==> config.mk <==
export PLATFORM = sky130hd
export DESIGN_NAME = rr_mux
export DESIGN_NICKNAME = d
export VERILOG_FILES = /design/src/rtl/rr_mux.sv
export SDC_FILE = /design/constraint.sdc
export NUM_CORES = 1
export LEC_CHECK = 0
export ABC_AREA = 1
export BUFFER_PORTS_ARGS = -buffer_cell sky130_fd_sc_hd__buf_2
export CELL_PAD_IN_SITES_DETAIL_PLACEMENT = 0
export CELL_PAD_IN_SITES_GLOBAL_PLACEMENT = 1
export CORE_MARGIN = 2
export CORE_UTILIZATION = 35
export DETAILED_ROUTE_END_ITERATION = 10
export PLACE_DENSITY_LB_ADDON = 0.05
export SYNTH_ARGS = -nofsm -noshare
export SYNTH_HDL_FRONTEND = slang
export SYNTH_SLANG_ARGS = --single-unit
==> constraint.sdc <==
create_clock -name clk -period 2.8 [get_ports clk]
set_input_delay 0.14 -clock clk [delete_from_list [all_inputs] [get_ports clk]]
set_output_delay 0.14 -clock clk [all_outputs]
set_load 0.03 [all_outputs]
==> src/rtl/rr_mux.sv <==
// Round-robin multiplexer: merges CHANNELS valid/ready word streams into one
// registered output stream tagged with the source channel. Optional packet lock: RR_MUX_PACKET_LOCK_EN.
module rr_mux #(
  parameter  int WIDTH    = 16,
  parameter  int CHANNELS = 4,
  localparam int SEL_W    = $clog2(CHANNELS)
) (
  input  logic                      clk,
  input  logic                      reset,
  input  logic [CHANNELS*WIDTH-1:0] in_data,
  input  logic [CHANNELS-1:0]       in_valid,
  output logic [CHANNELS-1:0]       in_ready,
`ifdef RR_MUX_PACKET_LOCK_EN
  input  logic [CHANNELS-1:0]       in_last,
  output logic                      out_last,
`endif
  output logic [WIDTH-1:0]          out_data,
  output logic [SEL_W-1:0]          out_sel,
  output logic                      out_valid,
  input  logic                      out_ready
);

  logic [WIDTH-1:0] data_q, data_d;
  logic [SEL_W-1:0] sel_q, sel_d;
  logic             valid_q, valid_d;
  logic [SEL_W-1:0] last_q, last_d;

  logic             load;
  logic             grantValid;
  logic [SEL_W-1:0] grantIdx;
  logic [SEL_W-1:0] candIdx;
  logic             accept;
  logic             lockActive;

  assign load = !valid_q || out_ready;

  // Search starts one past the last grant; while locked only last_q may win.
  always_comb begin
    grantValid = 1'b0;
    grantIdx   = last_q;
    candIdx    = last_q;
    for (int k = 1; k <= CHANNELS; k++) begin
      candIdx = last_q + SEL_W'(k);
      if (!grantValid && in_valid[candIdx] && (!lockActive || candIdx == last_q)) begin
        grantValid = 1'b1;
        grantIdx   = candIdx;
      end
    end
  end

  // No word is accepted while reset is held, since it would be discarded anyway.
  assign accept = load && grantValid && !reset;

  always_comb begin
    in_ready = '0;
    for (int i = 0; i < CHANNELS; i++) begin
      in_ready[i] = accept && (grantIdx == SEL_W'(i));
    end
  end

  always_comb begin
    data_d  = data_q;
    sel_d   = sel_q;
    valid_d = valid_q;
    last_d  = last_q;
    if (load) begin
      if (grantValid) begin
        data_d  = in_data[int'(grantIdx)*WIDTH +: WIDTH];
        sel_d   = grantIdx;
        valid_d = 1'b1;
        last_d  = grantIdx;
      end else begin
        valid_d = 1'b0;
      end
    end
  end

  always_ff @(posedge clk or posedge reset) begin
    if (reset) begin
      data_q  <= '0;
      sel_q   <= '0;
      valid_q <= 1'b0;
      last_q  <= SEL_W'(CHANNELS - 1);
    end else begin
      data_q  <= data_d;
      sel_q   <= sel_d;
      valid_q <= valid_d;
      last_q  <= last_d;
    end
  end

  assign out_data  = data_q;
  assign out_sel   = sel_q;
  assign out_valid = valid_q;

`ifdef RR_MUX_PACKET_LOCK_EN
  typedef enum logic {
    LOCK_FREE,
    LOCK_HELD
  } lockState_e;

  lockState_e state_q, state_d;
  logic       outLast_q, outLast_d;

  always_ff @(posedge clk or posedge reset) begin
    if (reset) begin
      state_q   <= LOCK_FREE;
      outLast_q <= 1'b0;
    end else begin
      state_q   <= state_d;
      outLast_q <= outLast_d;
    end
  end

  // The lock channel is always last_q, so only the state needs tracking.
  always_comb begin
    state_d = state_q;
    unique case (state_q)
      LOCK_FREE: if (accept && !in_last[grantIdx]) state_d = LOCK_HELD;
      LOCK_HELD: if (accept && in_last[grantIdx])  state_d = LOCK_FREE;
      default:   state_d = LOCK_FREE;
    endcase
  end

  always_comb begin
    lockActive = (state_q == LOCK_HELD);
    outLast_d  = outLast_q;
    if (load && grantValid) outLast_d = in_last[grantIdx];
  end

  assign out_last = outLast_q;
`else
  assign lockActive = 1'b0;
`endif

endmodule

==> metrics.md, run 1 <==
| Metric | Value |
|---|---|
| Core Region | `between 0.005 and 0.006 mm^2` |
| Synthesized netlist net count | `374` |
| Total negative setup slack | `0 ps` |
| Endpoints failing hold | `0` |
| Final global-route overflow total | `0` |
| Most area-consuming cells after synthesis | `sky130_fd_sc_hd__dfrtp_1, sky130_fd_sc_hd__nand2_1, sky130_fd_sc_hd__nand3_1, sky130_fd_sc_hd__nand2_2, sky130_fd_sc_hd__nand3_2` |
| Via count of the first global-routing pass | `slightly below 2000` |
| Most frequent cells in the layout | `sky130_fd_sc_hd__nand2_1, sky130_fd_sc_hd__buf_2, sky130_fd_sc_hd__nand3_1` |
| Simple-gate area share of the yosys netlist | `0.596` |
| Total routed wirelength | `approximately 6300 um` |
| First-pass GRT wire length | `9830 um` |
| Violation count after the first detailed-routing iteration | `88` |
| Worst stage delay on the critical path | `730 ps` |
| Gr usage total | `0.191` |
| Reg-to-Reg Start | `last_q[0]` |
| CTS tree | `built` |
| Overall via count from detail_route | `between 2000 and 2500` |
| Area of the mapped netlist | `between 0.002 and 0.0025 mm^2` |
| Pin slew with the least headroom to its limit | `321 ps` |
| Parity-gate share of the synthesized area counting xor and xnor cells | `0` |
| Hold path cells | `4` |
| Data required time at the worst endpoint | `2660 ps` |
| Ratio of cells with drive above 1 in the final layout | `0.448` |
| Worst setup path startpoint | `last_q[0]` |
| Cell mode on critical path | `sky130_fd_sc_hd__nand2_1` |
| Arrival time reported for the critical path endpoint | `2420 ps` |
| Slew headroom | `0.786` |
| Area share of the leading cell type in the synthesized netlist | `0.224` |
| Die H | `82.0 um` |
| Post-route clock period utilization | `0.915` |
| Placed standard-cell area | `0.00256 mm^2` |
| CTS root buffer | `sky130_fd_sc_hd__clkbuf_8` |
| Number of cells on the worst reg-to-reg path | `12` |
| Sequential-to-total area share from yosys stat | `0.248` |
| I/O pin cnt | `94` |
| Endpoint, Worst Hold | `out_valid` |
| Weighted congestion reported at the end of routability-driven placement | `0.796` |
| Max-slew violation count | `0` |
| Number of antenna violations at the first check in global routing | `0` |
| Yosys Warn Count | `0` |
| Clk sinks | `21` |
| Setup clock skew after layout | `18.0 ps` |
| Startpoint kind of the worst setup timing path | `register` |
| Terminus of the critical flop-to-flop path | `out_data[0]` |
| Vias per Instance | `4.69` |
| Count of fill cells added during filler insertion | `661` |
| Post-synthesis compound-gate area fraction | `0.0112` |
| Number of routed nets with antenna violations | `0` |
| Most common library cell in the layout ignoring fill and taps | `sky130_fd_sc_hd__nand2_1` |
| Clock insertion delay at the later pin of the skew report | `280 ps` |
| Initial Util | `0.361` |
| Area grow syn2layout | `23.6%` |
| Die boundary width | `82.0 um` |
| Post-Synthesis Cells | `303` |
| Die ar. | `0.00672 mm^2` |
| Worst min-delay path startpoint | `out_ready` |
| Period minus WS final | `2560 ps` |
| Cell with the biggest individual delay on the critical path | `sky130_fd_sc_hd__dfstp_4` |
| Cell area after layout | `0.00263 mm^2` |
| Inserted Diodes | `0` |
| Reg2Reg Setup Slack | `530 ps` |
| Pin count of the biggest net entering global routing | `23` |
| Worst hold path class | `primary input to register` |
| Post-CTS Setup Repair Bufs | `0` |
| DRT Pass-1 Iters | `5` |
| Count of nets after finishing | `about 460` |
| Multiplexer fraction of the synthesized cell area | `0` |
| Min Hold Slack | `124 ps` |
| Buffers on Ports | `93` |
| Synth unique cells | `23` |
| Cell accounting for the most synthesized area | `sky130_fd_sc_hd__dfrtp_1` |
| Avg Inst Size Synth | `7.02 um^2` |
| Setup violations, final | `0` |
| Post-synthesis register bit count | `21` |
| Timing-limited maximum frequency | `~0.39 GHz` |
| Final HPWL DP | `4650 um` |
| Clock-pin slew on the worst setup and hold paths | `between 100 and 150 ps` |
| WL per Instance | `13.6 um` |
| Status | `completed` |
| Inserted Clock Buffers | `3` |
| Unrepaired setup endpoints after global routing | `no` |
| Critical path type | `register to primary output` |
| Number of maximum-capacitance violations | `0` |
| Std cell rows | `28` |
| Top fanout value on the critical path | `13` |
| Largest family of logic cells by synthesized area | `simple AND/OR/NAND/NOR gates` |
| Number of levels the H-tree was split into | `1` |
| Deepest clock path buffer count | `2` |
| Crit-path cells | `inv_8 -> nand2_1 -> nand2_1 -> nand2_1 -> nand2_1 -> nor2_4 -> nand4_1 -> nand2_1 -> clkinvlp_4 -> nand2_2 -> nor3_2 -> buf_2` |
| Crit end category | `primary output` |
| Adder and majority gate portion of the synthesized area | `0` |
| Number of remaining DRC errors | `0` |
cells in the mapped netlist:
library cell,number
sky130_fd_sc_hd__buf_12,2
sky130_fd_sc_hd__buf_2,2
sky130_fd_sc_hd__buf_4,2
sky130_fd_sc_hd__buf_6,6
sky130_fd_sc_hd__buf_8,1
sky130_fd_sc_hd__clkinv_4,1
sky130_fd_sc_hd__dfrtp_1,19
sky130_fd_sc_hd__dfstp_2,2
sky130_fd_sc_hd__inv_1,35
sky130_fd_sc_hd__inv_2,2
sky130_fd_sc_hd__inv_8,1
sky130_fd_sc_hd__nand2_1,107
sky130_fd_sc_hd__nand2_2,31
sky130_fd_sc_hd__nand2_4,8
sky130_fd_sc_hd__nand2_8,3
sky130_fd_sc_hd__nand3_1,52
sky130_fd_sc_hd__nand3_2,17
sky130_fd_sc_hd__nand3_4,2
sky130_fd_sc_hd__nand4_1,1
sky130_fd_sc_hd__nor2_4,1
sky130_fd_sc_hd__nor3_2,4
sky130_fd_sc_hd__o21ai_0,3
sky130_fd_sc_hd__o21ai_2,1
worst max path at each step:
stage	end	slack [ps]	cells after the start
3_5_place_dp	in_ready[2]	440	11
6_report	in_ready[2]	240	12
2_1_floorplan	in_ready[0]	690	12
3_3_place_gp	in_ready[3]	420	11
5_1_grt	in_ready[2]	50	12
4_1_cts	in_ready[2]	120	11
per-stage QoR:
| step | std cells | util | setup WS [ps] |
|---|---|---|---|
| 6_report | 466 | 0.447 | 239 |
| 5_1_grt | 466 | 0.447 | 46.3 |
| 4_1_cts | 466 | 0.445 | 118 |
| 3_5_place_dp | 461 | 0.435 | 440 |
| 3_3_place_gp | 461 | 0.435 | 424 |
| 2_1_floorplan | 303 | - | 694 |
registers in the layout, summed over array words and instances, names as in the netlist:
signal,count
out_valid,1
out_data,16
last_q,2
out_sel,2
per-layer routing:
metal  track usage  vias up  wire [um]
met1         0.275      979       3010
li1              -     1124          -
met5             0        -          0
met2         0.307       80       2870
met3        0.0253        4        391
met4        0.0350        0         60
cells by family (layout without fill, tap and decap cells):
logic type             count (synthesis)  in the layout
flip-flops                            21             21
buffers and inverters                 52            140
AO/OA/AOI/OAI                          4              4
AND/OR/NAND/NOR                      226            226
critical path, delay by kind of cell (launching register included):
kind | cells | cell delay, ps
buffers and inverters | 3 | 520
and+or+nand+nor | 9 | 880
DFF | 1 | 730
what timing repair did:
action	4_1_cts	5_1_grt
resized for setup	0	3
hold buffers	1	0
endpoints found under the setup margin	0	4
endpoints found under the hold margin	19	0
area by class of cell:
cell class	instances	area, um^2	share of cell area
flip-flops and latches	21	532	0.202
clock inverters	1	7.51	0.00285
clock buffers	3	41.3	0.0157
well taps	75	93.8	0.0357
repair buffers	97	498	0.189
inverters	39	163	0.0618
multi-input cells	230	1290	0.492
Power of run 1 is not shown: default switching activity piles up to over one toggle a cycle in this logic, so the estimate is an artifact.
==> run 2: changes to the inputs <==
--- a/config.mk
+++ b/config.mk
@@ -9,7 +9,6 @@
 export BUFFER_PORTS_ARGS = -buffer_cell sky130_fd_sc_hd__buf_2
 export CELL_PAD_IN_SITES_DETAIL_PLACEMENT = 0
 export CELL_PAD_IN_SITES_GLOBAL_PLACEMENT = 1
-export CORE_MARGIN = 2
 export CORE_UTILIZATION = 35
 export DETAILED_ROUTE_END_ITERATION = 10
 export PLACE_DENSITY_LB_ADDON = 0.05
==> run 2 against run 1 <==
The flow now finishes with violations (DRC). Setup slack better by 58 ps. Flip-flop and latch count unchanged. Clock skew down 15 ps. Maximum frequency increased by 2.3%. Routed wire length fell by 1.9%. Critical path depth shrank 1. Non-clock buffer count is the same.
==> metrics.md, run 2 (synthesis results as in run 1) <==
| Metric | Value |
|---|---|
| Post-CTS Setup Repair Bufs | `0` |
| WL met2 | `between 2000 and 3000 um` |
| Inserted Diodes | `0` |
| Period minus WS final | `2500 ps` |
| Clk sinks | `21` |
| Crit end category | `primary output` |
| Terminus of the critical flop-to-flop path | `out_data[0]` |
| Pin count of the biggest net entering global routing | `23` |
| Number of routed nets with antenna violations | `0` |
| CTS tree | `built` |
| Post-route clock period utilization | `0.894` |
| Worst min-delay path startpoint | `out_ready` |
| Clock-pin slew on the worst setup and hold paths | `90 ps` |
| Top fanout value on the critical path | `19` |
| Total negative setup slack | `0 ps` |
| Pin slew with the least headroom to its limit | `311 ps` |
| Die H | `80.0 um` |
| I/O pin cnt | `94` |
| Setup violations, final | `0` |
| Buffers on Ports | `93` |
| Critical path type | `register to primary output` |
| Gr usage total | `0.204` |
| Area grow syn2layout | `23.0%` |
| Clock insertion delay at the later pin of the skew report | `roughly 270 ps` |
| Inserted Clock Buffers | `3` |
| Unrepaired setup endpoints after global routing | `no` |
| WL per Instance | `13.3 um` |
| Count of fill cells added during filler insertion | `664` |
| Top layer used by detailed routing | `met4` |
| Number of cells on the worst reg-to-reg path | `12` |
| Count of nets after finishing | `463` |
| DRT Pass-1 Iters | `8` |
| Hold path cells | `4` |
| Endpoint, Worst Hold | `out_valid` |
| Startpoint kind of the worst setup timing path | `register` |
| Most frequent cells in the layout | `sky130_fd_sc_hd__nand2_1, sky130_fd_sc_hd__buf_2, sky130_fd_sc_hd__nand3_1` |
| Die boundary width | `80.0 um` |
| Worst hold path class | `primary input to register` |
| Final global-route overflow total | `0` |
| Initial Util | `0.361` |
| Data required time at the worst endpoint | `2660 ps` |
| Reg2Reg Setup Slack | `650 ps` |
| Final HPWL DP | `approximately 4600 um` |
| Number of maximum-capacitance violations | `0` |
| Setup clock skew after layout | `3.41 ps` |
| Max FFs per register | `16` |
| Reg-to-Reg Start | `last_q[0]` |
| Overall via count from detail_route | `2228` |
| Violated checks | `DRC` |
| Max-slew violation count | `0` |
| Deepest clock path buffer count | `2` |
| Number of antenna violations at the first check in global routing | `0` |
| Area occupied by multi-input gates | `0.00129 mm^2` |
| Via count of the first global-routing pass | `2013` |
| Timing-limited maximum frequency | `0.400 GHz` |
| Weighted congestion reported at the end of routability-driven placement | `0.803` |
| Slew headroom | `0.793` |
| Core Region | `0.00589 mm^2` |
| Endpoints failing hold | `0` |
| Ratio of cells with drive above 1 in the final layout | `0.440` |
| Sequential cell area in the final layout | `528 um^2` |
| Met3 Routed Length | `342 um` |
| Violation count after the first detailed-routing iteration | `between 100 and 150` |
| Most common library cell in the layout ignoring fill and taps | `sky130_fd_sc_hd__nand2_1` |
| CTS root buffer | `sky130_fd_sc_hd__clkbuf_8` |
| Die ar. | `0.00639 mm^2` |
| Arrival time reported for the critical path endpoint | `2360 ps` |
| Number of levels the H-tree was split into | `1` |
| First-pass GRT wire length | `9970 um` |
| Status | `finished, violations left` |
| Total routed wirelength | `6210 um` |
| Std cell rows | `28` |
| Vias per Instance | `4.78` |
| Post-Route M1 WL | `2850 um` |
| Number of remaining DRC errors | `1` |
[run 2: cell types whose count changed in the layout (fill, tap and decap cells not counted)]
cell                         before  now
sky130_fd_sc_hd__nand2_1        106  107
sky130_fd_sc_hd__clkinvlp_4       2    0
sky130_fd_sc_hd__inv_1           34   35
sky130_fd_sc_hd__dfstp_2          1    2
sky130_fd_sc_hd__nand2_2         32   31
sky130_fd_sc_hd__clkbuf_1         0    1
sky130_fd_sc_hd__dfstp_4          1    0
[run 2: worst max-delay path by stage]
| stage | to | cells after the start | slack (ps) | start |
|---|---|---|---|---|
| final | in_ready[0] | 11 | 300 | last_q[0] |
| after global routing | in_ready[0] | 11 | 110 | last_q[0] |
| after CTS | in_ready[0] | 11 | 260 | last_q[0] |
| after global placement | in_ready[2] | 11 | 600 | last_q[0] |
| after detailed placement | in_ready[0] | 11 | 580 | last_q[0] |
| after floorplan | in_ready[0] | 12 | 690 | last_q[0] |
[run 2: repair_timing]
| action | in CTS | in global routing |
|---|---|---|
| gates resized for setup | 0 | 0 |
| hold buffers | 1 | 0 |
| endpoints found under the setup margin | 0 | 0 |
| hold endpoints to repair | 19 | 0 |
[run 2: metal layers]
layer / up-vias / track usage
li1: 1123 / -
met1: 1020 / 0.270
met2: 81 / 0.350
met3: 4 / 0.0274
met4: 0 / 0.0429
met5: - / 0
[run 2: layout make-up]
class,count,share of cell area
inverters,39,0.0607
flip-flops and latches,21,0.202
clock buffers,4,0.0172
well taps,75,0.0359
repair buffers,97,0.190
multi-input cells,230,0.494
[run 2: per-stage QoR]
| step | instances | hold slack [ps] | instance area (um^2) | util | worst slack [ps] |
|---|---|---|---|---|---|
| 2_1_floorplan | 303 | 124 | 2130 | - | 694 |
| 3_3_place_gp | 461 | 202 | 2560 | 0.435 | 604 |
| 3_5_place_dp | 461 | 206 | 2560 | 0.435 | 578 |
| 4_1_cts | 466 | 122 | 2620 | 0.445 | 262 |
| 5_1_grt | 466 | 159 | 2620 | 0.445 | 107 |
| 6_report | 466 | 126 | 2620 | 0.445 | 297 |
[run 2: critical path, stage by stage, from the launching register on]
cell and delay (ps):
sky130_fd_sc_hd__dfstp_2 720, sky130_fd_sc_hd__inv_8 90, sky130_fd_sc_hd__nand2_2 80, sky130_fd_sc_hd__nand2_2 80, sky130_fd_sc_hd__nand2_2 90, sky130_fd_sc_hd__nand2_4 80, sky130_fd_sc_hd__clkinv_4 90, sky130_fd_sc_hd__nand2_4 70
sky130_fd_sc_hd__nand2_4 200, sky130_fd_sc_hd__nand2_8 180, sky130_fd_sc_hd__nor3_2 170, sky130_fd_sc_hd__buf_2 210
Power of run 2 is left out for the same reason.
